File: src/rtl/adma_dm_atx_split.sv
// Splits a DMA descriptor (start address, beat count, burst type) into AXI bursts that respect
// BURST_MAX, the 16-beat FIXED limit and 4 KB page boundaries.
module adma_dm_atx_split #(
    parameter int unsigned ATX_ADDR_W = 32,
    parameter int unsigned MST_ID_W   = 5,
    parameter int unsigned ATX_LEN_W  = 8,
    parameter int unsigned DATA_W     = 32,
    parameter int unsigned XFER_W     = 16,
    parameter int unsigned BURST_MAX  = 256
) (
    input  logic                  clk,
    input  logic                  rst,
    input  logic [MST_ID_W-1:0]   desc_id,
    input  logic [ATX_ADDR_W-1:0] desc_addr,
    input  logic [XFER_W-1:0]     desc_beats,
    input  logic [1:0]            desc_burst,
    input  logic                  desc_vld,
    output logic                  desc_rdy,
    output logic [MST_ID_W-1:0]   atx_axid,
    output logic [ATX_ADDR_W-1:0] atx_axaddr,
    output logic [ATX_LEN_W-1:0]  atx_axlen,
    output logic [1:0]            atx_axburst,
    output logic                  atx_vld,
    input  logic                  atx_rdy,
    output logic                  desc_done
);

    localparam int unsigned BYTES = DATA_W / 8;
    localparam int unsigned OFF   = $clog2(BYTES);
    // Wide enough for both the remaining count and a full page worth of beats.
    localparam int unsigned NW    = (XFER_W + 1 > 14) ? XFER_W + 1 : 14;

    localparam logic [NW-1:0]         BMAX      = NW'(BURST_MAX);
    localparam logic [NW-1:0]         FIXED_MAX = NW'(16);
    localparam logic [ATX_ADDR_W-1:0] ADDR_MASK = ~ATX_ADDR_W'(BYTES - 1);

    typedef enum logic {StIdle, StIssue} state_e;

    state_e                state;
    logic [MST_ID_W-1:0]   cur_id;
    logic [ATX_ADDR_W-1:0] cur_addr;
    logic [XFER_W-1:0]     cur_rem;
    logic [1:0]            cur_burst;

    logic                  is_fixed;
    logic [12:0]           page_bytes;
    logic [NW-1:0]         page_beats;
    logic [NW-1:0]         rem_ext;
    logic [NW-1:0]         n;
    logic                  last;
    logic [ATX_ADDR_W-1:0] addr_step;

    assign is_fixed   = (cur_burst == 2'b00);
    assign page_bytes = 13'd4096 - {1'b0, cur_addr[11:0]};
    assign page_beats = NW'(page_bytes >> OFF);
    assign rem_ext    = NW'(cur_rem);

    always_comb begin
        n = rem_ext;
        if (is_fixed) begin
            if (n > FIXED_MAX) n = FIXED_MAX;
        end else begin
            if (n > BMAX) n = BMAX;
            if (n > page_beats) n = page_beats;
        end
    end

    assign last      = (rem_ext == n);
    assign addr_step = ATX_ADDR_W'(n) << OFF;

    assign atx_axid    = cur_id;
    assign atx_axaddr  = cur_addr;
    assign atx_axlen   = ATX_LEN_W'(n - NW'(1));
    assign atx_axburst = cur_burst;

    always_ff @(posedge clk) begin
        if (rst) begin
            state     <= StIdle;
            cur_id    <= '0;
            cur_addr  <= '0;
            cur_rem   <= '0;
            cur_burst <= '0;
            atx_vld   <= 1'b0;
            desc_rdy  <= 1'b1;
            desc_done <= 1'b0;
        end else begin
            desc_done <= 1'b0;
            unique case (state)
                StIdle: begin
                    if (desc_vld) begin
                        if (desc_beats != '0) begin
                            cur_id    <= desc_id;
                            cur_addr  <= desc_addr & ADDR_MASK;
                            cur_rem   <= desc_beats;
                            cur_burst <= desc_burst;
                            state     <= StIssue;
                            atx_vld   <= 1'b1;
                            desc_rdy  <= 1'b0;
                        end else begin
                            desc_done <= 1'b1;
                        end
                    end
                end
                StIssue: begin
                    if (atx_rdy) begin
                        cur_rem <= cur_rem - XFER_W'(n);
                        if (!is_fixed) cur_addr <= cur_addr + addr_step;
                        if (last) begin
                            state     <= StIdle;
                            atx_vld   <= 1'b0;
                            desc_rdy  <= 1'b1;
                            desc_done <= 1'b1;
                        end
                    end
                end
            endcase
        end
    end

endmodule

File: config.mk
export PLATFORM = sky130hd
export DESIGN_NAME = adma_dm_atx_split
export DESIGN_NICKNAME = d
export VERILOG_FILES = /design/src/rtl/adma_dm_atx_split.sv
export SDC_FILE = /design/constraint.sdc
export NUM_CORES = 1
export LEC_CHECK = 0
export CAP_MARGIN = 20
export CORE_MARGIN = 2
export CORE_UTILIZATION = 44
export CTS_CLUSTER_DIAMETER = 30
export CTS_CLUSTER_SIZE = 8
export DETAILED_ROUTE_END_ITERATION = 6
export DONT_BUFFER_PORTS = 1
export GPL_TIMING_DRIVEN = 0
export SYNTH_ARGS = -nofsm -noshare
export SYNTH_HDL_FRONTEND = slang
export SYNTH_SLANG_ARGS = --single-unit
File: constraint.sdc
create_clock -name clk -period 7.95 [get_ports clk]
set_clock_uncertainty 0.2 [all_clocks]
set_input_delay 0.795 -clock clk [delete_from_list [all_inputs] [get_ports clk]]
set_output_delay 0.795 -clock clk [all_outputs]
set_load 0.02 [all_outputs]
==> metrics.csv, run 1 <==
metric,value,unit
status,completed,
p_leak,2.18,nW
cts_root_buffer,clkbuf_8,
p_total,1.21,mW
vias_per_cell,5.97,
synthDistinctLibCells,70,
design.core.area,10800,um2
cts_hold_buf,0,
async_flop_share,0,
synth.top_cell.area_share,0.233,
n_fill_cell,1099,
numPortBuffers,0,
ys_seq_elements,57,
drive_gt1_frac,0.0507,
pre_cts_ws,1490,ps
period_share,0.830,
yosysSeqAreaShare,0.233,
path_max_fanout,10,
synth-adder-area-share,0.126,
ys_warn_count,0,
p_per_area,227,nW/um2
area_growth,9.10,%
die_h,109,um
cp-end-kind,flip-flop,
worst_slack,1350,ps
place_inst,795,
ios,109,
syn_avg_cell_area,7.60,um2
pwr-share-comb,0.424,
cts_tree,built,
crit_arrival,6660,ps
max_cap_violations,0,
tightest_slew,894,ps
start_util,0.452,
synth_cells,644,
worstSkewPairLatency,350,ps
htree_levels,3,
synth-compound-area-share,0.244,
fmax,0.152,GHz
place_area,5110,um2
synth_area,4900,um2
synth_mux_area_frac,0.0330,
numCtsBuffers,9,
grt_pass1_vias,4767,
synthSimpleGateAreaFrac,0.249,
design_area,5340,um2
num_antenna_cells,0,
rsz0062_at_grt,false,
report.final.slew_viol_count,0,
grt-ovfl-total,0,
sw_frac_of_total,0.413,
hold_violations,0,
slew_headroom,0.404,
clk_path_buf_depth,2,
netlist_top_cells_area,"dfxtp_1 23%, ha_1 12%, a21oi_1 5.4%",
worstPathRequired,8010,ps
pwr-share-clk,0.263,
die_w,109,um
start_kind,flip-flop,
switching_power,0.502,mW
drc,0,
via_count,4838,
grt_usage,0.266,
cts_sinks,57,
clk_pin_slew,70,ps
synth-edff-count,0,
hpwlAfterDp,12100,um
yosysTopAreaCell,dfxtp_1,
hold_class,reg2reg,
seq_power_share,0.312,
gp_congestion,0.948,
postCtsSetupBuffers,0,
grt_pass1_wl,24600,um
setup_viol,0,
criticalPathCategory,reg2reg,
ir_worst_vdd,99.6,uV
routed_wl,15500,um
synth_xor_area_frac,0.0608,
postRouteAntennaNets,0,
die_area,12000,um2
ys.flop_type,dfxtp_1,
antenna_found_initial,0,
wire_per_inst,19.1,um
dr.first_iter.drc_count,336,
fin_tns_setup,0,ps
synth_top_family_by_area,simple AND/OR/NAND/NOR gates,
finalNonFillerCells,811,
grt_max_degree,11,
cts_resized,0,
fp-row-count,38,
final_nets,773,
dr.pass1.iters,6,
p_int,0.713,mW
period_minus_slack,6600,ps
-- registers in the layout, summed over array words and instances (netlist names) --
signal	cells
atx_axburst	2
atx_axid	5
atx_vld	1
desc_rdy	1
cur_rem	16
atx_axaddr	30
desc_done	1
state	1
-- kinds of logic (layout without fill, tap and decap cells) --
family,after synthesis,in the layout
compound gates,177,177
other cells,2,13
xor+xnor,34,34
buf+inv,66,82
flops,57,57
simple gates,244,244
mux,16,16
fa+ha+maj,48,48
-- metrics by stage --
| stage | hold slack (ps) | utilization |
|---|---|---|
| final | 327 | 0.493 |
| after global routing | 354 | 0.493 |
| after CTS | 333 | 0.493 |
| after detailed placement | 323 | 0.472 |
| after global placement | 313 | 0.472 |
| after floorplan | 294 | - |
-- power groups by stage --
stage / Combinational (mW) / Clock, mW / Sequential [mW]
3_5_place_dp: 0.505 / 0 / 0.386
5_1_grt: 0.571 / 0.336 / 0.385
3_3_place_gp: 0.493 / 0 / 0.385
4_1_cts: 0.508 / 0.326 / 0.379
6_report: 0.516 / 0.320 / 0.379
2_1_floorplan: 0.408 / 0 / 0.371
-- placed cells by master, fill, tap and decap left out, drive strengths merged, types with 6 or more instances in the layout --
| cell type | instances |
|---|---|
| a311oi | 8 |
| nand2 | 58 |
| xnor2 | 22 |
| a21oi | 55 |
| dfxtp | 57 |
| conb | 13 |
| inv | 34 |
| xor2 | 12 |
| and3 | 8 |
| a21o | 6 |
| a31oi | 10 |
| a211oi | 28 |
| and2 | 15 |
| nand3 | 16 |
| nor2b | 13 |
| clkbuf | 36 |
| or3 | 6 |
| mux2i | 15 |
| nor3 | 22 |
| nor4 | 9 |
| buf | 7 |
| nor2 | 68 |
| o21ai | 25 |
| o21a | 7 |
| ha | 46 |
-- layout make-up --
cell class / instances / area (um2) / share of cell area
flip-flops and latches: 57 / 1140 / 0.214
multi-input cells: 532 / 3530 / 0.662
clock inverters: 5 / 77.6 / 0.0145
well taps: 140 / 175 / 0.0328
plain buffers: 32 / 135 / 0.0253
clock buffers: 11 / 151 / 0.0283
inverters: 34 / 128 / 0.0239
-- layer usage --
metal | routed length [um] | vias up | GRT usage | part of all wire
met5 | 0 | - | 0 | 0
met4 | 299 | 0 | 0.0859 | 0.019
met3 | 1130 | 24 | 0.0634 | 0.073
met2 | 7040 | 165 | 0.430 | 0.46
met1 | 7000 | 2279 | 0.349 | 0.45
li1 | - | 2370 | - | -
-- cells in the mapped netlist, types with 3 or more instances --
library cell	count
xnor2_1	22
and3_1	8
a31oi_1	10
and4_1	3
nand4_1	5
or3_1	5
nor2b_1	12
a211oi_1	28
nor2_1	67
o21ai_0	22
inv_1	34
mux2i_1	15
a21boi_0	3
o31a_1	4
o21a_1	7
nand3_1	16
clkbuf_1	25
dfxtp_1	57
nor3b_1	4
nand2b_1	4
a21oi_1	53
a21o_1	6
o31ai_1	3
nor3_1	22
a311oi_1	8
nor4_1	9
nand2_1	58
xor2_1	12
a41oi_1	4
buf_1	4
or4_1	4
ha_1	46
o21bai_1	5
and2_1	13
-- path summary, 6_finish.rpt --
| kind | end | start | cells after the start | slack (ps) |
|---|---|---|---|---|
| setup / recovery | atx_axaddr[27] | cur_rem[0] | 24 | 1350 |
| hold reg to reg | cur_rem[12] | cur_rem[12] | 2 | 330 |
| hold / removal | cur_rem[12] | cur_rem[12] | 2 | 330 |
| setup reg to reg | atx_axaddr[27] | cur_rem[0] | 24 | 1350 |
-- critical path, cell delays in order (launching register included) --
cell and delay (ps):
dfxtp_1 380, or4_1 570, or3_1 380, a21oi_4 260
nand2_1 150, inv_1 90, ha_1 240, a21oi_1 120
o21ai_0 100, a221oi_1 410, a21oi_2 140, buf_6 170
and2_4 170, a22oi_1 530, inv_1 180, ha_1 320
a21o_1 110, a21oi_1 90, o21bai_1 170, a21boi_0 160
o31a_1 340, o21ai_1 510, nand2_1 210, or3_1 340
a211oi_1 190
No activity file was read; power rests on OpenSTA's default activity.
==> run 2: changes to the inputs <==
==> constraint.sdc (replaced) <==
create_clock -name clk -period 6.1 [get_ports clk]
set_clock_uncertainty 0.2 [all_clocks]
set_input_delay 0.61 -clock clk [delete_from_list [all_inputs] [get_ports clk]]
set_output_delay 0.61 -clock clk [all_outputs]
set_load 0.02 [all_outputs]
==> run 2 against run 1 <==
Die area is the same. Critical path depth grew 1. Flip-flop and latch count did not move. Hold slack worse by 130 ps. Combinational power grew 38%. Largest power group unchanged. Wire length grew 1.9%. Clock power increased by 30%. Sequential share of layout area fell by 0.60 points. First-iteration DRC count up 16%. Via count is 1.8% higher.
==> metrics.csv, run 2 (same netlist as run 1, synthesis figures left out) <==
metric,value,unit,change
dr.pass1.iters,5,,-1
pwr-share-comb,0.438,,+0.014
largest_register_ffs,30,,unchanged
crit_buf_inv,4,,+1
clk_path_buf_depth,2,,unchanged
wire_per_inst,19.2,um,+0.38%
layout_common_cells,"66 x nor2_1, 57 x nand2_1, 52 x a21oi_1, 52 x dfxtp_1, 46 x ha_1",,
ir_worst_vdd,131,uV,+31%
clk_pin_slew,70,ps,about the same
period_minus_slack,5830,ps,-761 ps
grt_max_degree,11,,unchanged
n_fill_cell,1086,,-1.2%
grt_pass1_wl,24700,um,+0.37%
hold_class,in2reg,,
p_total,1.62,mW,+34%
hpwlAfterDp,12100,um,unchanged
grt_pass1_vias,4801,,+0.71%
die_w,109,um,unchanged
rsz0062_at_grt,true,,
worstPathRequired,6130,ps,-1880 ps
numPortBuffers,0,,unchanged
design_area,5530,um2,+3.5%
crit_arrival,5860,ps,-800 ps
cts_tree,built,,
r2r_slack,270,ps,-1090 ps
num_antenna_cells,0,,unchanged
cts_hold_buf,0,,unchanged
path_common_cell,and2_1,,
p_per_area,294,nW/um2,+29%
worstSkewPairLatency,350,ps,about the same
max_stage_delay,530,ps,-40 ps
pre_cts_ws,-363,ps,-1850 ps
final_common_cell,nor2_1,,
grt_usage,0.267,,+0.000994
period_share,0.956,,+0.127
drive_gt1_frac,0.0996,,+0.0489
crit_family,simple AND/OR/NAND/NOR gates,,
die_area,12000,um2,unchanged
design.core.area,10800,um2,unchanged
start_util,0.452,,unchanged
whs,197,ps,-130 ps
fmax,0.171,GHz,+13%
p_leak,2.26,nW,+3.4%
switching_power,0.669,mW,+33%
grt-ovfl-total,0,,unchanged
status,completed,,
slew_headroom,0.406,,+0.00239
report.final.slew_viol_count,0,,unchanged
place_area,5110,um2,unchanged
start_kind,flip-flop,,
rr_endpoint,atx_axaddr[26],,
cts_root_buffer,clkbuf_8,,
setup_viol,0,,unchanged
reg2reg_depth,25,,+4.2%
gp_congestion,0.948,,unchanged
ios,109,,unchanged
seq_power_share,0.306,,-0.006
area_growth,12.9,%,
antenna_found_initial,0,,unchanged
hold_start,desc_id[2],,
path_max_fanout,8,,-2
register_area,1150,um2,+0.55%
via_count,4926,,+1.8%
max_cap_violations,0,,unchanged
tightest_slew,891,ps,-3.59 ps
whs_endpoint,atx_axid[2],,
pwr-share-clk,0.256,,-0.007
final_nets,785,,+1.6%
die_h,109,um,unchanged
cp-end-kind,flip-flop,,
critPathSlowestCell,or4_1,,
crit_start,cur_rem[1],,
drc,0,,unchanged
numCtsBuffers,9,,unchanged
routed_wl,15800,um,+1.9%
cts_sinks,57,,unchanged
fp-row-count,38,,unchanged
criticalPathCategory,reg2reg,,
htree_levels,3,,unchanged
holdPathStages,2,,unchanged
worst_slack,266,ps,-1090 ps
multi_input_area,3620,um2,+2.4%
hold_violations,0,,unchanged
postRouteAntennaNets,0,,unchanged
vias_per_cell,5.99,,+0.33%
r2r_start,cur_rem[1],,
sw_frac_of_total,0.412,,-0.00111
dr.first_iter.drc_count,391,,+16%
p_int,0.954,mW,+34%
[run 2: worst max path at each step]
stage / end / cells past startpoint
final: atx_axaddr[26] / 25
after global routing: atx_axaddr[26] / 25
after CTS: atx_axaddr[23] / 24
after detailed placement: atx_axaddr[27] / 24
after global placement: atx_axaddr[27] / 24
after floorplan: atx_axaddr[27] / 23
[run 2: timing repair]
item	4_1_cts	5_1_grt
resized for setup	4	25
buffers inserted	2	10
setup endpoints to repair	13	21
pin swaps	2	11
[run 2: power by group through the flow]
stage | clock, mW | sequential [mW] | combinational [mW]
finish | 0.416 | 0.496 | 0.711
global route | 0.438 | 0.503 | 0.784
CTS | 0.424 | 0.494 | 0.668
detailed placement | 0 | 0.503 | 0.658
global placement | 0 | 0.502 | 0.643
floorplan | 0 | 0.483 | 0.531
[run 2: layer usage]
metal	global-route usage	vias up	wire length (um)
met5	0	-	0
met4	0.0913	0	289
met3	0.0640	27	1240
met2	0.430	199	7330
met1	0.349	2309	6910
li1	-	2391	-
[run 2: final cells by class]
class | count | area share
Tap cell | 140 | 0.0317
Inverter | 34 | 0.0231
Timing Repair Buffer | 12 | 0.0163
Buffer | 32 | 0.0251
Sequential cell | 57 | 0.208
Clock inverter | 5 | 0.0140
Clock buffer | 11 | 0.0274
Multi-Input combinational cell | 532 | 0.655
[run 2: through the flow]
stage	TNS, ps	utilization	instances
3_3_place_gp	-2170	0.472	795
6_report	0	0.510	823
3_5_place_dp	-2560	0.472	795
2_1_floorplan	0	-	655
5_1_grt	-235	0.510	823
4_1_cts	0	0.496	813
